**config.mk**
```make
export PLATFORM = sky130hd
export DESIGN_NAME = bit_pack_fifo_flat
export DESIGN_NICKNAME = d
export VERILOG_FILES = /design/src/rtl/bit_pack_fifo_if.sv /design/src/rtl/bit_pack_fifo.sv /design/src/flat_wrapper.sv
export SDC_FILE = /design/constraint.sdc
export NUM_CORES = 1
export LEC_CHECK = 0
export CAP_MARGIN = 10
export CORE_ASPECT_RATIO = 0.7
export CORE_UTILIZATION = 26
export DETAILED_ROUTE_END_ITERATION = 10
export PLACE_DENSITY = 0.44
export SYNTH_ARGS = -nofsm -noshare
export SYNTH_HDL_FRONTEND = slang
export SYNTH_SLANG_ARGS = --single-unit
```
**constraint.sdc**
```tcl
create_clock -name clk -period 3.5 [get_ports clk]
set_input_delay 0.525 -clock clk [delete_from_list [all_inputs] [get_ports clk]]
set_output_delay 0.525 -clock clk [all_outputs]
set_load 0.01 [all_outputs]
```
**src/rtl/bit_pack_fifo_if.sv**
```systemverilog
// ----------------------------------------------------------------------------
// bit_pack_fifo_if
// Purpose : groups the serial-write / byte-read signals of bit_pack_fifo.
// Signals : bit_in     - serial data bit
//           wr         - write strobe, pushes bit_in
//           rd         - read strobe, pops one complete byte
//           flush      - commit a partial byte, zero-padded (optional feature)
//           data_out   - last popped byte, registered
//           empty      - no complete byte stored
//           full       - DEPTH complete bytes stored
//           data_count - bits held (8 x stored bytes + pending bits)
//           overflow   - sticky, a write was dropped
// Modports: master drives the strobes (producer/consumer side),
//           slave is the FIFO itself.
// ----------------------------------------------------------------------------
interface bit_pack_fifo_if;
    logic        bit_in;
    logic        wr;
    logic        rd;
    logic        flush;
    logic [7:0]  data_out;
    logic        empty;
    logic        full;
    logic [31:0] data_count;
    logic        overflow;

    modport master (
        output bit_in, wr, rd, flush,
        input  data_out, empty, full, data_count, overflow
    );

    modport slave (
        input  bit_in, wr, rd, flush,
        output data_out, empty, full, data_count, overflow
    );
endinterface

```
**src/rtl/bit_pack_fifo.sv**
```systemverilog
// ----------------------------------------------------------------------------
// bit_pack_fifo
// Purpose : packs a serial bit stream MSB-first into bytes and queues the
//           completed bytes in a DEPTH-entry byte buffer.
// Ports   : clk   - sole clock, rising edge
//           rst_n - asynchronous active-low reset
//           bus   - bit_pack_fifo_if.slave (see interface header)
// Params  : DEPTH - byte-buffer depth, power of two, >= 2
// Macro   : BIT_PACK_FIFO_FLUSH_EN - when defined, flush commits a partial
//           byte left-aligned and zero-padded; otherwise flush is ignored.
// ----------------------------------------------------------------------------
module bit_pack_fifo #(
    parameter int DEPTH = 4
) (
    input logic             clk,
    input logic             rst_n,
    bit_pack_fifo_if.slave  bus
);
    localparam int PW = $clog2(DEPTH);

    // Pointers carry one extra bit so full and empty are distinguishable.
    logic [PW:0]  r_wptr;
    logic [PW:0]  r_rptr;
    logic [2:0]   r_bit_idx;
    logic [7:0]   r_asm;
    logic [31:0]  r_count;
    logic         r_ovf;
    logic [7:0]   r_dout;
    logic [7:0]   r_mem [DEPTH];

    logic         w_full;
    logic         w_empty;
    logic         w_wr_acc;
    logic         w_rd_acc;
    logic         w_byte_done;
    logic         w_flush_do;
    logic         w_commit;
    logic [2:0]   w_idx_wr;
    logic [7:0]   w_asm_wr;
    logic [3:0]   w_pad;
    logic [31:0]  w_count_next;

    assign w_empty  = (r_wptr == r_rptr);
    assign w_full   = ((r_wptr - r_rptr) == (PW+1)'(DEPTH));
    assign w_wr_acc = bus.wr && !w_full;
    assign w_rd_acc = bus.rd && !w_empty;

    // NOTE: every signal assigned in an always_comb gets a default first so
    // no path leaves it unassigned and no latch is inferred.
    always_comb begin
        w_asm_wr = r_asm;
        // Bits are placed directly at position 7-idx (~idx for 3 bits), so a
        // partial byte is already left-aligned and zero-padded.
        if (w_wr_acc) begin
            w_asm_wr[~r_bit_idx] = bus.bit_in;
        end
    end

    assign w_byte_done = w_wr_acc && (r_bit_idx == 3'd7);
    // Wraps to 0 when the eighth bit is taken.
    assign w_idx_wr    = r_bit_idx + 3'(w_wr_acc);

`ifdef BIT_PACK_FIFO_FLUSH_EN
    // The write bit is packed first; a flush only acts on what is then left.
    assign w_flush_do = bus.flush && !w_full && !w_byte_done && (w_idx_wr != 3'd0);
    assign w_pad      = w_flush_do ? (4'd8 - {1'b0, w_idx_wr}) : 4'd0;
`else
    logic w_unused_flush;
    assign w_unused_flush = bus.flush;
    assign w_flush_do     = 1'b0;
    assign w_pad          = 4'd0;
`endif

    assign w_commit     = w_byte_done || w_flush_do;
    // +1 per accepted bit, -8 per accepted read, + padding when flushing.
    assign w_count_next = r_count + 32'(w_wr_acc) - (w_rd_acc ? 32'd8 : 32'd0)
                        + 32'(w_pad);

    // NOTE: sequential state uses non-blocking assignments so every register
    // samples pre-edge values regardless of statement order.
    always_ff @(posedge clk or negedge rst_n) begin
        if (!rst_n) begin
            r_wptr    <= '0;
            r_rptr    <= '0;
            r_bit_idx <= '0;
            r_asm     <= '0;
            r_count   <= '0;
            r_ovf     <= 1'b0;
            r_dout    <= '0;
        end else begin
            if (w_commit) begin
                r_wptr    <= r_wptr + 1'b1;
                r_bit_idx <= '0;
                r_asm     <= '0;
            end else if (w_wr_acc) begin
                r_bit_idx <= w_idx_wr;
                r_asm     <= w_asm_wr;
            end

            if (bus.wr && w_full) begin
                r_ovf <= 1'b1;
            end

            if (w_rd_acc) begin
                r_dout <= r_mem[r_rptr[PW-1:0]];
                r_rptr <= r_rptr + 1'b1;
            end

            r_count <= w_count_next;
        end
    end

    // NOTE: the byte buffer has no reset; the pointers alone define which
    // entries are valid, so stale contents are never observable.
    always_ff @(posedge clk) begin
        if (w_commit) begin
            r_mem[r_wptr[PW-1:0]] <= w_asm_wr;
        end
    end

    assign bus.data_out   = r_dout;
    assign bus.empty      = w_empty;
    assign bus.full       = w_full;
    assign bus.data_count = r_count;
    assign bus.overflow   = r_ovf;
endmodule

```
**src/flat_wrapper.sv**
```systemverilog
// flat-port wrapper written by rule: the top's interface ports become plain ports
module bit_pack_fifo_flat 
#(
    parameter int DEPTH = 4
)
  (clk, rst_n, bus_bit_in, bus_wr, bus_rd, bus_flush, bus_data_out, bus_empty, bus_full, bus_data_count, bus_overflow);
  bit_pack_fifo_if bus_i ();
  input logic clk;
  input logic rst_n;
  input wire logic [$bits(bus_i.bit_in)-1:0] bus_bit_in;
  input wire logic [$bits(bus_i.wr)-1:0] bus_wr;
  input wire logic [$bits(bus_i.rd)-1:0] bus_rd;
  input wire logic [$bits(bus_i.flush)-1:0] bus_flush;
  output wire logic [$bits(bus_i.data_out)-1:0] bus_data_out;
  output wire logic [$bits(bus_i.empty)-1:0] bus_empty;
  output wire logic [$bits(bus_i.full)-1:0] bus_full;
  output wire logic [$bits(bus_i.data_count)-1:0] bus_data_count;
  output wire logic [$bits(bus_i.overflow)-1:0] bus_overflow;
  assign bus_i.bit_in = bus_bit_in;
  assign bus_i.wr = bus_wr;
  assign bus_i.rd = bus_rd;
  assign bus_i.flush = bus_flush;
  assign bus_data_out = bus_i.data_out;
  assign bus_empty = bus_i.empty;
  assign bus_full = bus_i.full;
  assign bus_data_count = bus_i.data_count;
  assign bus_overflow = bus_i.overflow;
  bit_pack_fifo #(.DEPTH(DEPTH)) u_core (.clk(clk), .rst_n(rst_n), .bus(bus_i));
endmodule
```
# Yosys cells after proc, flatten, opt, wreduce, memory -nomap -nowiden

Memory sizes are Yosys's and may differ from the RTL's. A register that Yosys moved wholly into a read port is not among the register bits.
Cells that the tools add are included.

Bits of input ports: 6
Memories kept: 1
Logic and storage cells: 39
Flip-flop bits (word level): 50
Output and inout port bits: 43
Memory bits (writable): 32

Memories:

| memory       | words | width | read ports | clocked after memory_dff | write ports | RTL line            | source |
|---|---|---|---|---|---|---|---|
| u_core.r_mem | 4     | 8     | 1          | 1                        | 1           | bit_pack_fifo.sv:29 | `logic [7:0] r_mem [DEPTH];` |

Mux-type cells: 11
Equal/unequal tests: 3
Add/subtract/negate cells: 6
Reductions and logical operators: 9
Magnitude comparators: 2
Bitwise operators: 1

Operators by type and width:

| cell                                                 | count |
|---|---|
| adder 32 x 1 -> 32 bit                               | 1 |
| subtractor 32 bit                                    | 1 |
| two-way mux 8 bit                                    | 3 |
| bitwise mux 8 bit                                    | 1 |
| adder 3 x 1 -> 3 bit (second input constant)         | 2 |
| equality test 3 bit (second input constant)          | 2 |
| two-way mux 3 bit                                    | 2 |
| logical AND 1 bit                                    | 5 |
| < comparator 3 x 4 -> 1 bit (second input constant)  | 1 |
| two-way mux 4 bit                                    | 1 |
| adder 3 x 1 -> 3 bit                                 | 1 |
| demux 1 bit (select 3 bit)                           | 1 |
| equality test 3 bit                                  | 1 |
| >= comparator 3 x 1 -> 1 bit (second input constant) | 1 |
| logical NOT 1 bit                                    | 3 |
| two-way mux 1 bit                                    | 3 |
| inverter 3 bit                                       | 1 |
| subtractor 3 bit                                     | 1 |
| nonzero test 2 bit                                   | 1 |

# Longest topological paths before layout

Gate-level depths: netlist of run 1.

Word-level depth: 9
Gate-level depth with buffers: 16
Depth with buffers taken out: 14

# Least setup slack after synthesis of run 1

OpenSTA, ideal clock, no wires.

Path type: flip-flop to flip-flop
From: register u_core.r_rptr[1]
To: register u_core.r_count[16], in the netlist u_core.bus.data_count[16]
Setup slack: -0.078 ns
Cell stages (with the launch flop): 15
Arrival time: 3.499 ns
Path buffers: 2
Library setup time: 0.079 ns
Path through: dfrtp_1 clkbuf_1 inv_1 ha_1 nand2_1 o21ai_0 clkbuf_1 ha_1 ha_1 or3b_1 a21oi_1 o21ai_1 o21a_1 o21bai_1 xor2_1

Longest elaborated chain between the ends: 6
Elaborated cells between the ends (all ways): 10
Those cells by class: 3 x add/sub; 2 x eq/ne; 1 x mux; 4 x reduce/logical

RTL lines:

| element                     | RTL line             | source |
|---|---|---|
| from (decl)                 | bit_pack_fifo.sv:23  | `logic [PW:0] r_rptr;` |
| from (signal assigned)      | bit_pack_fifo.sv:106 | `r_rptr <= r_rptr + 1'b1;` |
| subtractor 3 bit            | bit_pack_fifo.sv:44  | `assign w_full = ((r_wptr - r_rptr) == (PW+1)'(DEPTH));` |
| equality test 3 bit         | bit_pack_fifo.sv:44  |  |
| logical NOT 1 bit           | bit_pack_fifo.sv:45  | `assign w_wr_acc = bus.wr && !w_full;` |
| logical AND 1 bit           | bit_pack_fifo.sv:45  |  |
| adder 32 x 1 -> 32 bit      | bit_pack_fifo.sv:76  | `assign w_count_next = r_count + 32'(w_wr_acc) - (w_rd_acc ? 32'd8 : 32'd0)` |
| subtractor 32 bit (*)       | bit_pack_fifo.sv:76  |  |
| net u_core.w_count_next[16] | bit_pack_fifo.sv:41  | `logic [31:0] w_count_next;` |
| to (signal assigned)        | bit_pack_fifo.sv:109 | `r_count <= w_count_next;` |
| to (decl)                   | bit_pack_fifo.sv:26  | `logic [31:0] r_count;` |

Mark *: on every way through the listed nets, which the timed path passes. The rest lies on a longest branch.
A chain may end at the register's enable or synchronous reset.

# Final worst setup path of run 1

From: register u_core.r_wptr[0]
To: register u_core.r_count[30], in the netlist u_core.bus.data_count[30]

Longest elaborated chain between the ends: 6
Elaborated cells between the ends (all ways): 10
Those cells by class: 3 x add/sub; 2 x eq/ne; 1 x mux; 4 x reduce/logical

RTL lines:

| element                     | RTL line            | source |
|---|---|---|
| from (decl)                 | bit_pack_fifo.sv:22 | `logic [PW:0] r_wptr;` |
| from (signal assigned)      | bit_pack_fifo.sv:92 | `r_wptr <= r_wptr + 1'b1;` |
| subtractor 3 bit            | bit_pack_fifo.sv:44 |  |
| equality test 3 bit         | bit_pack_fifo.sv:44 |  |
| logical NOT 1 bit           | bit_pack_fifo.sv:45 |  |
| logical AND 1 bit           | bit_pack_fifo.sv:45 |  |
| adder 32 x 1 -> 32 bit      | bit_pack_fifo.sv:76 |  |
| subtractor 32 bit (*)       | bit_pack_fifo.sv:76 |  |
| net u_core.w_count_next[30] | bit_pack_fifo.sv:41 |  |

Marks and branches as above.

==> results of run 1 <==
per-layer routing:
| layer | global-route usage, % | share of wire [%] |
|---|---|---|
| met2 | 18.1 | 42 |
| met3 | 3.63 | 5.6 |
| met5 | 0 | 0 |
| met1 | 18.8 | 52 |
| met4 | 3.01 | 0.89 |
cell type report:
class                      count  share of cell area (%)
multi-input combinational    332                    40.8
tap                          264                    5.24
clock buffer                   9                    3.57
inverter                      42                    2.50
clock inverter                 7                    1.25
timing repair buffer          55                    8.34
sequential                    90                    38.3
synth_stat cells (3+ instances only):
library cell,number
nor3_1,8
and2_1,10
o211ai_1,5
mux2_2,10
a31oi_1,3
buf_2,5
nand2b_1,3
mux2_1,6
a21o_1,8
inv_1,42
o21bai_1,6
nor2b_1,6
nand3_1,13
clkbuf_1,8
o21a_1,5
mux4_2,8
xnor2_1,19
a21oi_1,39
o21ai_0,21
nor2_1,19
xor2_1,14
dfrtp_1,58
o21ai_1,10
ha_1,44
and3_1,4
nand2_1,28
nand4_1,4
edfxtp_1,32
logic make-up after synthesis:
| family | Yosys count | share of synthesized area [%] |
|---|---|---|
| multiplexers | 26 | 7.30 |
| XOR/XNOR | 35 | 6.17 |
| AO/OA/AOI/OAI | 121 | 15.0 |
| buffers and inverters | 58 | 4.44 |
| AND/OR/NAND/NOR | 106 | 10.3 |
| flip-flops | 90 | 46.3 |
| adder cells (fa/ha/maj) | 44 | 10.6 |
path summary, 6_finish.rpt:
kind / from / endpoint / slack (ns) / cells past startpoint
setup reg to reg: u_core.r_wptr[0] / u_core.bus.data_count[30] / 0.21 / 12
max in group asynchronous: rst_n / u_core.r_asm[3] / 2.56 / 2
min in group clk: u_core.bus.overflow / u_core.bus.overflow / 0.47 / 1
hold reg to reg: u_core.bus.overflow / u_core.bus.overflow / 0.47 / 1
hold / removal: rst_n / u_core.bus.data_count[11] / 0.14 / 1
setup / recovery: u_core.r_wptr[0] / u_core.bus.data_count[30] / 0.21 / 12
placed cells by master, fill, tap and decap left out, types with 2 or more instances in the layout:
master           count
dfrtp_1             58
clkdlybuf4s50_1     46
ha_1                44
inv_1               42
a21oi_1             39
edfxtp_1            32
nand2_1             28
o21ai_0             20
nor2_1              19
xnor2_1             19
xor2_1              14
nand3_1             13
o21ai_1             11
and2_1              10
mux2_2              10
clkbuf_16            9
nor3_1               8
a21o_1               8
mux4_2               8
buf_4                8
nor2b_1              6
o21bai_1             6
mux2_1               6
o21a_1               5
o211ai_1             5
nand4_1              4
and3_1               4
inv_8                4
nand2b_1             3
a31oi_1              3
nand3b_1             2
nand4b_1             2
a211oi_1             2
a221o_1              2
a2111o_1             2
a32oi_1              2
mux2i_1              2
per-stage QoR:
stage / area, µm² / util, % / setup slack (ns) / hold WS (ns) / instances
3_5_place_dp: 6000 / 31.1 / 0.175 / 0.454 / 783
2_1_floorplan: 5220 / - / 0.0752 / 0.229 / 480
6_report: 6300 / 32.7 / 0.206 / 0.143 / 799
3_3_place_gp: 6000 / 31.1 / 0.221 / 0.444 / 783
5_1_grt: 6300 / 32.7 / 0.0307 / 0.181 / 799
4_1_cts: 6300 / 32.7 / 0.162 / 0.166 / 799
state kept, by name, summed over array words and instances (netlist names):
name                   count
u_core.r_asm               8
u_core.bus.overflow        1
u_core.r_bit_idx           3
u_core.bus.data_count     32
u_core.r_rptr              3
u_core.r_wptr              3
u_core.bus.data_out        8
u_core.r_mem              32
==> flow_summary.ini, run 1 <==
[run_status]
outcome = finished, final reports clean

[timing]
slew_viol_final = 0
setup_violations = 0
setup_tns_ns = 0
max_slew_margin_pct = 58.2
timing.final.crit_share_pct = 94.1
finClkSkew_ns = 0.00973
hold_violations = 0
tightest_slew_ns = 0.622
rsz0062_at_grt = no
fmax_ghz = 0.304
layout_min_cycle_time_ns = 3.29

[setup_path]
slowest_delay_ns = 0.38
worst-setup-path-type = reg -> reg
cp-end-kind = flip-flop
crit_required_ns = 3.74
arrival_ns = 3.53
cp_top_family = compound AO/OA/AOI/OAI gates
critPathMaxFanout = 5
crit_chain = inv_1, ha_1, nand2_1, o21ai_1, ha_1, ha_1, or3b_1, a21oi_1, o2111ai_1, nand3b_1, a21oi_1, xnor2_1
critPathBufInv = 1
start_kind = flip-flop
cp_common_cell = ha_1
cp_slowest_cell = dfrtp_1

[floorplanning]
die_y_um = 120
ios = 49
rows = 42
die_area_mm2 = 0.0206
start_util_pct = 27.0
core-area_mm2 = 0.0193
die_w_um = 171

[cts]
cts_made_buffers = 9
cts_sinks = 90
cts_resized = 0
postCtsSetupBuffers = 0
ctsHtreeMaxLevel = 3
path_clk_slew_ns = 0.08
clock_latency_ns = 0.36
clockBufferDepth = 2
cts_tree = done
ctsHoldBuffers = 0
clock-root-buffer = clkbuf_16

[drt]
totalWireLength_um = 12100
routed_via_density = 4.60
drt_first_pass_iters = 4
vias = 3676
first_iter_violations = 191
wl_per_cell_um = 15.2
drcViolationCount = 0
ant_nets = 0

[logic_synthesis]
synth_seq_cells = 90
synth_area_mm2 = 0.00521
synthFlopType = dfrtp_1
synth-async-reset-ratio_pct = 64.4
synth_area_leader_cell = dfrtp_1
syn_inst = 480
ys_types = 62
ys_seq_area_share_pct = 46.3
syn-num-nets = 530
yosys_warnings = 0
syn_area_per_cell_um2 = 10.9
synth_top_area_share_pct = 27.8
synth_edf_count = 32
synth_area_leaders = dfrtp_1 (28%), edfxtp_1 (18%), ha_1 (11%), a21oi_1 (3.7%), mux4_2 (3.5%)

[global_route]
antenna_found_initial = 0
overflow = 0
grt_pass1_wl_um = 19800
track_usage_pct = 12.8
grt_pass1_vias = 3681
grt_max_degree = 26

[flow_run]
maxCapViolations = 0

[place]
dp_hpwl_um = 9000
port_buffers = 47
gp_congestion = 0.800

[min_path]
hp-class = in -> async

[layout]
drive_gt1_share_pct = 9.35
area.growth.synth_to_final_pct = 20.8
fin_nets = 580
n_fill_cell = 1971
antennaDiodeCount = 0
multi_input_area_mm2 = 0.00257
seq_area_mm2 = 0.00241
Power of run 1 is left out: the tool's default activity adds up to more than one toggle a clock period on the data nets, which glitch-free logic cannot reach.
==> run 2, diff against run 1 <==
--- a/config.mk
+++ b/config.mk
@@ -8,6 +8,7 @@
 export CAP_MARGIN = 10
 export CORE_ASPECT_RATIO = 0.7
 export CORE_UTILIZATION = 26
+export CTS_CLUSTER_SIZE = 12
 export DETAILED_ROUTE_END_ITERATION = 10
 export PLACE_DENSITY = 0.44
 export SYNTH_ARGS = -nofsm -noshare
==> results of run 2 <==
No change in the layout: final DEF, timing and power equal those of run 1.
Power of run 2 is left out for the same reason.
==> run 3, diff against run 2 <==
--- a/config.mk
+++ b/config.mk
@@ -11,6 +11,7 @@
 export CTS_CLUSTER_SIZE = 12
 export DETAILED_ROUTE_END_ITERATION = 10
 export PLACE_DENSITY = 0.44
+export REMOVE_ABC_BUFFERS = 1
 export SYNTH_ARGS = -nofsm -noshare
 export SYNTH_HDL_FRONTEND = slang
 export SYNTH_SLANG_ARGS = --single-unit
==> run 3 against run 2 <==
Net effect: register-to-register slack got worse by 0.04 ns; first-iteration DRC count grew 31%; fmax is 1.2% lower; global-route usage fell by 0.43 points; critical path depth unchanged; core utilization about the same; flip-flop and latch count unchanged; design area hardly changed; non-clock buffer count is the same; hold slack better by 0.21 ns; die area did not move.
==> flow_summary.ini, run 3 (synthesized netlist as in run 1, its figures left out) <==
[run_status]
outcome = finished, final reports clean

[place]
gp_congestion = 0.787
place_inst = 783
dp_hpwl_um = 8840
post-place-ws_ns = 0.191
port_buffers = 47

[cts]
clock_latency_ns = 0.35
cts_tree = done
cts_resized = 0
path_clk_slew_ns = 0.07
ctsHoldBuffers = 0
clockBufferDepth = 2
ctsHtreeMaxLevel = 3
cts_made_buffers = 9
postCtsSetupBuffers = 0
cts_sinks = 90
clock-root-buffer = clkbuf_16

[setup_path]
start_kind = flip-flop
critPathMaxFanout = 5
cp_slowest_cell = dfrtp_1
cp-end-kind = flip-flop
arrival_ns = 3.56
worstRegToRegCells = 12
cp_common_cell = ha_1
worst-setup-path-type = reg -> reg
crit_chain = inv_1, ha_1, nand2_1, o21ai_1, ha_1, ha_1, or3b_1, a21oi_1, o211ai_1, o41a_1, a21oi_1, and3b_1
slowest_delay_ns = 0.38
crit_required_ns = 3.73

[timing]
setup_violations = 0
tightest_slew_ns = 1.01
layout_min_cycle_time_ns = 3.33
max_slew_margin_pct = 32.9
timing.final.crit_share_pct = 95.2
rsz0062_at_grt = no
setup_tns_ns = 0
hold_violations = 0
slew_viol_final = 0
fmax_ghz = 0.300
setup_ws_ns = 0.168
finClkSkew_ns = 0.00998

[drt]
vias = 3645
drt_first_pass_iters = 4
routed_via_density = 4.56
totalWireLength_um = 11900
drcViolationCount = 0
first_iter_violations = 250
ant_nets = 0
wl_per_cell_um = 14.8

[layout]
seq_area_mm2 = 0.00241
fin_cells = 799
final_common_cell = dfrtp_1
final_cell_mix = dfrtp_1 (58), clkdlybuf4s50_1 (46), ha_1 (44)
area.growth.synth_to_final_pct = 20.9
n_fill_cell = 1944
multi_input_area_mm2 = 0.00257
drive_gt1_share_pct = 9.16
fin_nets = 580
antennaDiodeCount = 0

[global_route]
grt_max_degree = 42
grt_pass1_vias = 3623
track_usage_pct = 12.3
overflow = 0
antenna_found_initial = 0
grt_pass1_wl_um = 19200

[floorplanning]
rows = 42
ios = 49
die_w_um = 171
start_util_pct = 27.0
die_area_mm2 = 0.0206
die_y_um = 120
core-area_mm2 = 0.0193

[min_path]
hp-class = in -> async

[flow_run]
maxCapViolations = 0
==> run 3: cell count changes in the layout (fill, tap and decap cells not counted) <==
cell	previous run	this run
inv_8	4	1
inv_6	1	3
bufinv_16	0	1
clkinv_1	0	1
clkinv_8	1	0
==> run 3: per-layer routing <==
layer | share of wire [%] | up-vias | wire, µm | GRT usage (%)
li1 | - | 1834 | - | -
met1 | 55 | 1756 | 6570 | 18.6
met2 | 40 | 46 | 4780 | 17.0
met3 | 3.2 | 9 | 381 | 3.01
met4 | 1.1 | 0 | 129 | 3.85
met5 | 0 | - | 0 | 0
==> run 3: final timing paths <==
kind	from	end	slack (ns)
max	u_core.r_wptr[0]	u_core.bus.data_count[22]	0.17
min	rst_n	u_core.bus.data_count[9]	0.35
max reg2reg	u_core.r_wptr[0]	u_core.bus.data_count[22]	0.17
min reg2reg	u_core.bus.overflow	u_core.bus.overflow	0.46
max in group asynchronous	rst_n	u_core.bus.overflow	2.34
min in group clk	u_core.bus.overflow	u_core.bus.overflow	0.46
==> run 3: through the flow <==
step / instance area (µm²) / hold WS, ns / util [%]
final: 6300 / 0.348 / 32.7
after global routing: 6300 / 0.440 / 32.7
after global placement: 6000 / 0.440 / 31.1
after detailed placement: 6000 / 0.448 / 31.1
after CTS: 6300 / 0.392 / 32.7
after floorplan: 5140 / 0.229 / -
==> run 3: area by class of cell <==
class                   instances  share of cell area [%]
multi-input cells             332                    40.8
flip-flops and latches         90                    38.3
repair buffers                 55                    8.34
well taps                     264                    5.24
clock buffers                   9                    3.57
inverters                      42                    2.50
clock inverters                 7                    1.27
==> run 3: worst max-delay path: cells and delay by family (launching register included) <==
family                   cells  cell delay, ns
buffers and inverters        1            0.11
flip-flops                   1            0.38
AO/OA/AOI/OAI                5            1.14
adder cells (fa/ha/maj)      3            0.87
AND/OR/NAND/NOR              3            0.71
Power of run 3 is left out for the same reason.
